[src/rtl/fact_host_if.sv]
// -----------------------------------------------------------------------------
// fact_host_if
//
// Bus-side initiator for the FSM factorial/multiply accelerator. Software sees
// four word registers on the data bus (operand, control, status, result). A go
// write launches one accelerator run: acc_go is pulsed for a single cycle and
// the block then waits for acc_done, guarded by a watchdog. The outcome is
// latched into sticky status bits plus a result register for polling, and an
// optional level interrupt.
//
// Ports:
//   CLK        in   system clock, all state on the rising edge
//   RST        in   asynchronous active-low reset
//   A          in   register select: 0 operand, 1 control, 2 status, 3 result
//   WE         in   bus write strobe
//   WD         in   bus write data
//   RD         out  bus read data, combinational on A
//   acc_d      out  operand to accelerator D (mirror of the operand register)
//   acc_go     out  single-cycle GO pulse to accelerator
//   acc_done   in   accelerator done
//   acc_error  in   accelerator error (operand out of range)
//   acc_out    in   accelerator result
//   irq        out  level interrupt: status.done & ctrl.ie
//
// Control register (A=1) write bits: 0 go (strobe), 1 ie (stored), 2 clr.
// Status register (A=2) read bits:   0 done, 1 error, 2 timeout, 3 busy.
// -----------------------------------------------------------------------------
module fact_host_if #(
  parameter int DATA_WIDTH = 32,
  parameter int TIMEOUT    = 1024
) (
  input  logic                  CLK,
  input  logic                  RST,
  input  logic [1:0]            A,
  input  logic                  WE,
  input  logic [DATA_WIDTH-1:0] WD,
  output logic [DATA_WIDTH-1:0] RD,
  output logic [DATA_WIDTH-1:0] acc_d,
  output logic                  acc_go,
  input  logic                  acc_done,
  input  logic                  acc_error,
  input  logic [DATA_WIDTH-1:0] acc_out,
  output logic                  irq
);

  localparam int                WDOG_W    = $clog2(TIMEOUT);
  localparam logic [WDOG_W-1:0] WDOG_LAST = WDOG_W'(TIMEOUT - 1);

  typedef enum logic [1:0] {
    S_IDLE  = 2'd0,
    S_START = 2'd1,
    S_WAIT  = 2'd2,
    S_FLUSH = 2'd3
  } state_t;

  state_t                  state_q, state_d;
  logic [DATA_WIDTH-1:0]   operand_q, operand_d;
  logic [DATA_WIDTH-1:0]   result_q, result_d;
  logic                    ie_q, ie_d;
  logic                    done_q, done_d;
  logic                    error_q, error_d;
  logic                    timeout_q, timeout_d;
  logic [WDOG_W-1:0]       wdog_q, wdog_d;
  // Set after one idle cycle in FLUSH; a second idle cycle ends the flush.
  logic                    flush_q, flush_d;

  logic busy;
  logic wr_operand;
  logic wr_ctrl;
  logic go_accept;
  logic clr_req;
  logic acc_finish;
  logic wdog_expired;

  // ---------------------------------------------------------------------------
  // Bus write decode and run events
  // ---------------------------------------------------------------------------
  assign wr_operand   = WE && (A == 2'd0);
  assign wr_ctrl      = WE && (A == 2'd1);
  assign go_accept    = wr_ctrl && WD[0] && (state_q == S_IDLE);
  assign clr_req      = wr_ctrl && WD[2];
  assign acc_finish   = (state_q == S_WAIT) && acc_done;
  // A done in the same cycle as the last watchdog count wins over the timeout.
  assign wdog_expired = (state_q == S_WAIT) && !acc_done && (wdog_q == WDOG_LAST);

  // ---------------------------------------------------------------------------
  // FSM: state register
  // ---------------------------------------------------------------------------
  always_ff @(posedge CLK or negedge RST) begin
    if (!RST) begin
      state_q <= S_IDLE;
    end else begin
      state_q <= state_d;
    end
  end

  // ---------------------------------------------------------------------------
  // FSM: next-state logic
  // ---------------------------------------------------------------------------
  always_comb begin
    state_d = state_q;
    case (state_q)
      S_IDLE: begin
        if (go_accept) begin
          state_d = S_START;
        end
      end
      S_START: begin
        state_d = S_WAIT;
      end
      S_WAIT: begin
        if (acc_done) begin
          state_d = S_IDLE;
        end else if (wdog_q == WDOG_LAST) begin
          state_d = S_FLUSH;
        end
      end
      S_FLUSH: begin
        // Wait out a late done (discarded) or two quiet cycles.
        if (acc_done || flush_q) begin
          state_d = S_IDLE;
        end
      end
      default: begin
        state_d = S_IDLE;
      end
    endcase
  end

  // ---------------------------------------------------------------------------
  // FSM: outputs
  // ---------------------------------------------------------------------------
  always_comb begin
    acc_go = (state_q == S_START);
    busy   = (state_q != S_IDLE);
  end

  // ---------------------------------------------------------------------------
  // Datapath next-state
  // ---------------------------------------------------------------------------
  always_comb begin
    operand_d = operand_q;
    ie_d      = ie_q;
    result_d  = result_q;
    done_d    = done_q;
    error_d   = error_q;
    timeout_d = timeout_q;
    wdog_d    = wdog_q;
    flush_d   = (state_q == S_FLUSH) && !acc_done;

    // Operand is frozen while a run is in flight.
    if (wr_operand && !busy) begin
      operand_d = WD;
    end

    if (wr_ctrl) begin
      ie_d = WD[1];
    end

    // Watchdog: cleared in START, counts in WAIT, saturates at its last value.
    if (state_q == S_START) begin
      wdog_d = '0;
    end else if ((state_q == S_WAIT) && (wdog_q != WDOG_LAST)) begin
      wdog_d = wdog_q + 1'b1;
    end

    // Sticky bits: a clear or an accepted go wipes them first; a completion
    // in the same cycle is applied on top so it is never lost.
    if (clr_req || go_accept) begin
      done_d    = 1'b0;
      error_d   = 1'b0;
      timeout_d = 1'b0;
    end

    if (acc_finish) begin
      result_d = acc_out;
      done_d   = 1'b1;
      error_d  = acc_error;
    end else if (wdog_expired) begin
      done_d    = 1'b1;
      timeout_d = 1'b1;
    end
  end

  // ---------------------------------------------------------------------------
  // Datapath registers
  // ---------------------------------------------------------------------------
  always_ff @(posedge CLK or negedge RST) begin
    if (!RST) begin
      operand_q <= '0;
      ie_q      <= 1'b0;
      result_q  <= '0;
      done_q    <= 1'b0;
      error_q   <= 1'b0;
      timeout_q <= 1'b0;
      wdog_q    <= '0;
      flush_q   <= 1'b0;
    end else begin
      operand_q <= operand_d;
      ie_q      <= ie_d;
      result_q  <= result_d;
      done_q    <= done_d;
      error_q   <= error_d;
      timeout_q <= timeout_d;
      wdog_q    <= wdog_d;
      flush_q   <= flush_d;
    end
  end

  // ---------------------------------------------------------------------------
  // Bus read mux (side-effect free) and outputs
  // ---------------------------------------------------------------------------
  always_comb begin
    RD = '0;
    case (A)
      2'd0: RD = operand_q;
      2'd1: RD = {{(DATA_WIDTH-2){1'b0}}, ie_q, 1'b0};
      2'd2: RD = {{(DATA_WIDTH-4){1'b0}}, busy, timeout_q, error_q, done_q};
      2'd3: RD = result_q;
      default: RD = '0;
    endcase
  end

  assign acc_d = operand_q;
  assign irq   = done_q & ie_q;

endmodule
[config.mk]
export PLATFORM = sky130hd
export DESIGN_NAME = fact_host_if
export DESIGN_NICKNAME = d
export VERILOG_FILES = /design/src/rtl/fact_host_if.sv
export SDC_FILE = /design/constraint.sdc
export NUM_CORES = 1
export LEC_CHECK = 0
export CAP_MARGIN = 20
export CORE_MARGIN = 2
export CORE_UTILIZATION = 40
export DETAILED_ROUTE_END_ITERATION = 12
export PLACE_DENSITY = 0.76
export SLEW_MARGIN = 20
export SYNTH_ARGS = -nofsm -noshare
export SYNTH_HDL_FRONTEND = slang
export SYNTH_SLANG_ARGS = --single-unit
[constraint.sdc]
create_clock -name CLK -period 1.57 [get_ports CLK]
set_clock_uncertainty 0.05 [all_clocks]
set_input_delay 0.157 -clock CLK [delete_from_list [all_inputs] [get_ports CLK]]
set_output_delay 0.157 -clock CLK [all_outputs]
set_load 0.05 [all_outputs]
# Word level (Yosys, flattened, before mapping)
# Cells that the tools add are included.
# totals
reg_bits,81
in_bits,71
output_inout_bits,66
# op_classes
add_sub_neg,1
eq_ne,11
muxes,15
bitwise,1
n_reduce_logical,22
# op_table
cell,n
$pmux 32 s4,1
$mux 10,2
$logic_and 1x1->1,11
$add 10x1->10 const B,1
$eq 10x10->1 const B,1
$ne 10x10->1 const B,1
$eq 2x2->1 const B,4
$mux 2,4
$pmux 2 s4,1
$mux 1,7
$reduce_bool 2->1,3
$eq 2x1->1 const B,2
$logic_not 2->1,2
$ne 2x2->1 const B,2
$ne 3x2->1 const B,1
$reduce_and 3->1,1
$reduce_bool 3->1,1
$logic_not 1->1,2
$logic_or 1x1->1,2
$and 1x1->1,1

# Longest topological paths before layout
# Gate-level depths: netlist (run 1).
# depth
depth_word,8
ltp_mapped,6

# Worst setup path before layout (run 1)
# Ideal clock, no wire load.
# synth_timing
kind,register -> output
start,reg operand_q[2] (netlist: acc_d[2])
end,out RD[2]
arrival_time_ps,1848
path_slack_ps,-485
path_stages_with_launch,3
path_buffers,0
cell_sequence,dfrtp_1 -> mux2i_1 -> o21ai_0
# synth_via
elab_chain_cells,1
# synth_lines
element,line,source
from (decl),57,"logic [DATA_WIDTH-1:0] operand_q, operand_d;"
from (signal assigned),199,operand_q <= operand_d;
$pmux 32 s4,215,case (A)
to (decl),37,"output logic [DATA_WIDTH-1:0] RD,"
# No other way between the ends.

# Worst setup path after layout (run 1)
# layout_timing
start,reg state_q[1]
end,out RD[3]
# layout_via
elab_chain_cells,2
# layout_lines
element,line,source
from (decl),56,"state_t state_q, state_d;"
from (signal assigned),93,state_q <= state_d;
$reduce_bool 2->1,135,busy = (state_q != S_IDLE);
$pmux 32 s4,215,
# No other way between the ends.

==> run metrics, run 1 <==
Die ar.=0.009986 sq mm; worst path bufs/invs=2; port bufs=136; share of cells above drive strength 1=0.4417; Routed Antenna Nets=0; CP startpoint kind=flip-flop; unrepaired setup endpoints after global routing=yes; Worst EP arrival=1.41 ns; Routed wire per std cell=17.81 microns; PnR worst setup slack=-0.04831 ns; status=complete, but fails checks; setup violators final=3; worst-path cell chain=nor2_2 > buf_6 > nand2_2 > o21ai_2 > o21ai_2 > buf_12; hpwl dp=7350 microns; All-Layer GR Usage=0.1974; Leak=2.630 nW; Vias/cell=5.300; Clock Latency Late Sink=0.34 ns; synth unique cells=44; register area share after synthesis=0.5506; Pre-Repair DR Iteration Count=4; Mean Syn Cell Area=13.10 sq um; minimum clock period=1.618 ns; CP Capture Type=output pin; clock root buffer=clkbuf_8; Crit-path slowest cell=dfrtp_1; Cell Count, Final, Fillers Out=557; core region area=0.009065 sq mm; overall power=11.70 mW; drt initial violations=73; CTS tree=yes; die height=99.93 microns; Rows=35; Hold Path Class=in -> async; GPL Wtd Cong=0.8778; Core Util, Final=0.6587; initial antenna violation count=0; Seq cells post-synth=81; pwr dens=1960 mW/mm^2; worst-margin pin slew=0.4344 ns; syn_nets=353; # H-tree levels=3; largest net degree at the start of global routing=36; Final period util=1.031; clock sinks=81; fmax=617.9 MHz; first-pass GRT wire length=15350 microns; CP dominant cell by count=o21ai_2; Initial Utilization=0.4061; EDFF count, synth=0; failing checks=setup timing; Inst Count DP=531; Residual DRC=0; Mapped Area=0.003681 sq mm; Vias=2952; final WL=9920 microns; Hold Fails Final Rpt=0; maximum buffer depth of the clock tree=2; Critical Path RT=1.36 ns; Relative slew margins=0.7104; critical path type=reg -> out; Max FO, Critical Path=4; I/O Pins=137; Final nets=513; vias in the first global route=3069; synth-to-layout area growth=62.20%; gr ovfl total=0; asr flop ratio synth=1.000; synth warn=0; total CTS buffers=9; ant diodes=0; peak supply drop=1.090 mV; Largest delay share family, worst path=flip-flops; DP Worst Slack=-0.1628 ns; Worst-path clk slew=0.08 ns; Max-Cap Viols=0; Gate Count Post-Synth=281; most used flip-flop cell after synthesis=dfrtp_1; Die Wd=99.93 microns; final slew viol count=0; final hold slack=0.2393 ns; max incr delay on CP=0.43 ns
sequential cells by signal (all words and copies together), names as in the netlist:
name       flops
acc_d         32
done_q         1
error_q        1
flush_q        1
ie_q           1
result_q      32
state_q        2
timeout_q      1
wdog_q        10
stage by stage:
stage | instance area, sq um | setup TNS [ns]
after floorplan | 3692 | 0
after global placement | 5602 | -6.493
after detailed placement | 5602 | -7.643
after CTS | 5877 | -0.1673
after global routing | 5971 | -0.3920
final | 5971 | -0.1019
power breakdown:
part | switching (mW) | internal [mW]
registers | 0.662 | 3.00
clock network | 0.769 | 0.896
logic | 3.51 | 2.87
routing by layer:
metal	wire length (microns)	GRT usage	vias up
met5	0	0	-
li1	-	-	1366
met1	4057	0.2326	1474
met4	163	0.06217	0
met3	472	0.04178	16
met2	5226	0.3602	96
placed cells by master, fill, tap and decap left out, types with 4 or more instances in the layout:
cell type	instances
a21oi_1	9
a22o_1	28
buf_12	40
buf_4	54
clkbuf_8	9
clkdlybuf4s50_1	67
dfrtp_1	81
mux2_2	62
nand2_1	11
nand3_1	7
nor2_1	4
o21ai_2	4
final timing paths:
kind                       startpoint    endpoint  slack [ns]  cells after the start
max                        state_q[1]       RD[3]       -0.05                      6
min                               RST    acc_d[8]        0.24                      2
max reg2reg                 wdog_q[1]  state_q[0]        0.04                      4
min reg2reg                 timeout_q   timeout_q        0.44                      2
max in group asynchronous         RST   acc_d[21]        0.65                      3
min in group CLK            acc_error     error_q        0.33                      3
cell usage after synthesis (all sizes together) (2+ instances only):
cell type	n	area, sq um
mux2	65	731.9
or3	2	17.52
nand4	2	33.78
buf	17	85.08
nand3	8	40.04
inv	4	15.01
mux2i	3	30.03
nor3	4	31.28
o211ai	3	22.52
nand2	13	48.80
a22o	28	245.2
o311ai	2	17.52
o21ai	6	30.03
a21oi	9	45.04
nor2	6	22.52
nand2b	2	12.51
and2	2	12.52
o31ai	3	32.53
dfrtp	81	2027
nor3b	3	22.52
cell families after synthesis:
kind of cell               after synthesis  synth area share
DFF                                     81            0.5506
muxes                                   69            0.2131
AOI/OAI and AO/OA                       58            0.1224
and+or+nand+nor                         50           0.08227
buffers and inverters                   22           0.02821
adders and majority gates                1          0.003399
timing repair:
item                                    CTS  global route
pin swaps                                 1             5
cloned                                    0             1
endpoints found under the setup margin   33            33
gates resized for setup                   9            10
hold buffers                              1             0
setup buffers                             4             5
endpoints found under the hold margin    31             0
cell type report:
class                           instances  area (sq um)
Clock buffer                            9         123.9
Clock inverter                          7         92.59
Fill cell                             667          3094
Inverter                                4         15.01
Multi-Input combinational cell        178          1622
Sequential cell                        81          2027
Tap cell                              111         138.9
Timing Repair Buffer                  167          1952
Note: power is estimated with default switching activity, not from simulation.
==> inputs of run 2 (changes only) <==
CORE_UTILIZATION = 44   (was 40)
PLACE_DENSITY = 0.8   (was 0.76)
clock period = 1.6 ns   (was 1.57 ns; I/O delays follow)
==> run metrics, run 2 (synthesis results as in run 1) <==
CP startpoint kind=flip-flop (unchanged); Critical Path RT=1.39 ns (was 1.36 ns); Fin Setup TNS=-0.05708 ns (was -0.1019 ns); Hold Fails Final Rpt=0 (unchanged); clock root buffer=clkbuf_8 (unchanged); hpwl dp=7593 microns (was 7350 microns); synth-to-layout area growth=68.49% (was 62.20%); Max FO, Critical Path=2 (was 4); max incr delay on CP=0.49 ns (was 0.43 ns); Rows=33 (was 35); Max-Cap Viols=0 (unchanged); most common cell after layout, fill and taps aside=dfrtp_1 (unchanged); Routed wire per std cell=21.10 microns (was 17.81 microns); unrepaired setup endpoints after global routing=yes (unchanged); combinational share of power=0.548 (was 0.545); core region area=0.008175 sq mm (was 0.009065 sq mm); Hold Path Class=in -> async (unchanged); Die ar.=0.009114 sq mm (was 0.009986 sq mm); worst-margin pin slew=0.4269 ns (was 0.4344 ns); CP Capture Type=output pin (unchanged); setup violators final=4 (was 3); CTS tree=yes (unchanged); peak supply drop=0.7966 mV (was 1.090 mV); first-pass GRT wire length=16390 microns (was 15350 microns); I/O Pins=137 (unchanged); initial antenna violation count=0 (unchanged); failing checks=setup timing (unchanged); Final nets=516 (was 513); Relative slew margins=0.7154 (was 0.7104); PnR worst setup slack=-0.03480 ns (was -0.04831 ns); ant diodes=0 (unchanged); Worst EP arrival=1.42 ns (was 1.41 ns); commonest non-fill, non-tap cells in the layout=dfrtp_1, clkdlybuf4s50_1, buf_4, mux2_2, buf_12 (was dfrtp_1, clkdlybuf4s50_1, mux2_2, buf_4, buf_12); GPL Wtd Cong=0.8156 (was 0.8778); worst-path cell chain=mux4_2 > buf_6 (was nor2_2 > buf_6 > nand2_2 > o21ai_2 > o21ai_2 > buf_12); maximum buffer depth of the clock tree=2 (unchanged); All-Layer GR Usage=0.2376 (was 0.1974); switching share of power=0.4196 (was 0.4225); share of cells above drive strength 1=0.4588 (was 0.4417); largest net degree at the start of global routing=33 (was 36); Clock Latency Late Sink=0.35 ns (was 0.34 ns); pwr dens=1965 mW/mm^2 (was 1960 mW/mm^2); Reg power frac=0.301 (was 0.312); port bufs=136 (unchanged); Leak=2.814 nW (was 2.630 nW); Clk network pwr share=0.150 (was 0.142); Inst Count DP=523 (was 531); Pre-Repair DR Iteration Count=4 (unchanged); Cell Count, Final, Fillers Out=554 (was 557); Crit-path slowest cell=mux4_2 (was dfrtp_1); Internal Power=7.075 mW (was 6.759 mW); Residual DRC=0 (unchanged); fmax=611.7 MHz; final WL=11690 microns (was 9920 microns); drt initial violations=121 (was 73); Final period util=1.022; gr ovfl total=0 (unchanged); final hold slack=0.2438 ns (was 0.2393 ns); final slew viol count=0 (unchanged); Die Wd=95.47 microns (was 99.93 microns); critical path type=reg -> out (unchanged); Vias/cell=5.525 (was 5.300); Vias=3061 (was 2952); # H-tree levels=3 (unchanged); Psw=5.115 mW (was 4.945 mW); status=complete, but fails checks (unchanged); Worst-path clk slew=0.09 ns (was 0.08 ns); Initial Utilization=0.4503 (was 0.4061); clock sinks=81 (unchanged); vias in the first global route=3075 (was 3069); die height=95.47 microns (was 99.93 microns); Routed Antenna Nets=0 (unchanged); minimum clock period=1.635 ns; total CTS buffers=9 (unchanged)
[run 2: layer usage]
layer	GRT usage	vias up	share of wire
li1	-	1375	-
met4	0.07143	0	0.010
met2	0.4020	116	0.51
met3	0.05296	11	0.076
met1	0.3062	1559	0.41
met5	0	-	0
[run 2: cell type report]
| cell class | instances | area (sq um) |
|---|---|---|
| well taps | 105 | 131.4 |
| inverters | 4 | 15.01 |
| repair buffers | 170 | 2027 |
| flip-flops and latches | 81 | 2027 |
| clock inverters | 6 | 115.1 |
| clock buffers | 10 | 127.6 |
| multi-input cells | 178 | 1759 |
| fillers | 501 | 1973 |
[run 2: final timing paths]
path | from | to | slack (ns) | depth (start not counted)
hold / removal | RST | result_q[1] | 0.24 | 2
max in group asynchronous | RST | acc_d[11] | 0.63 | 3
setup / recovery | result_q[1] | RD[1] | -0.03 | 2
min in group CLK | acc_error | error_q | 0.35 | 3
setup reg to reg | state_q[1] | acc_d[13] | -0.02 | 6
hold reg to reg | result_q[17] | result_q[17] | 0.47 | 1
[run 2: power by group through the flow]
stage	Clock (mW)	Sequential (mW)	Combinational (mW)
CTS	1.85	3.60	6.13
global placement	0	3.57	5.88
finish	1.83	3.67	6.68
global route	1.95	3.77	6.96
floorplan	0	4.81	2.33
detailed placement	0	3.63	5.99
[run 2: repair_timing]
action / 4_1_cts / 5_1_grt
gates resized for setup: 19 / 40
gates cloned: 1 / 4
setup buffers: 5 / 6
hold buffers: 1 / 0
pin swaps: 3 / 4
endpoints found under the setup margin: 35 / 73
hold endpoints to repair: 28 / 0
[run 2: through the flow]
stage,cell area (sq um),power (mW),setup WS (ns),util
floorplan,3692,7.140,0.06887,-
detailed placement,5554,9.623,-0.2399,0.6794
global route,6202,12.68,-0.07514,0.7586
finish,6202,12.19,-0.03480,0.7586
global placement,5554,9.458,-0.2284,0.6794
CTS,5913,11.58,-0.05796,0.7233
[run 2: worst max-delay path: cells and delay by family, from the launching register on]
kind | cells | cell delay [ns]
multiplexers | 1 | 0.49
flip-flops | 1 | 0.41
buffers and inverters | 1 | 0.17
==> inputs of run 3 (changes only) <==
HOLD_SLACK_MARGIN = 0.06   (was unset)
==> results of run 3 <==
Final layout, timing and power as in run 2 (identical DEF).
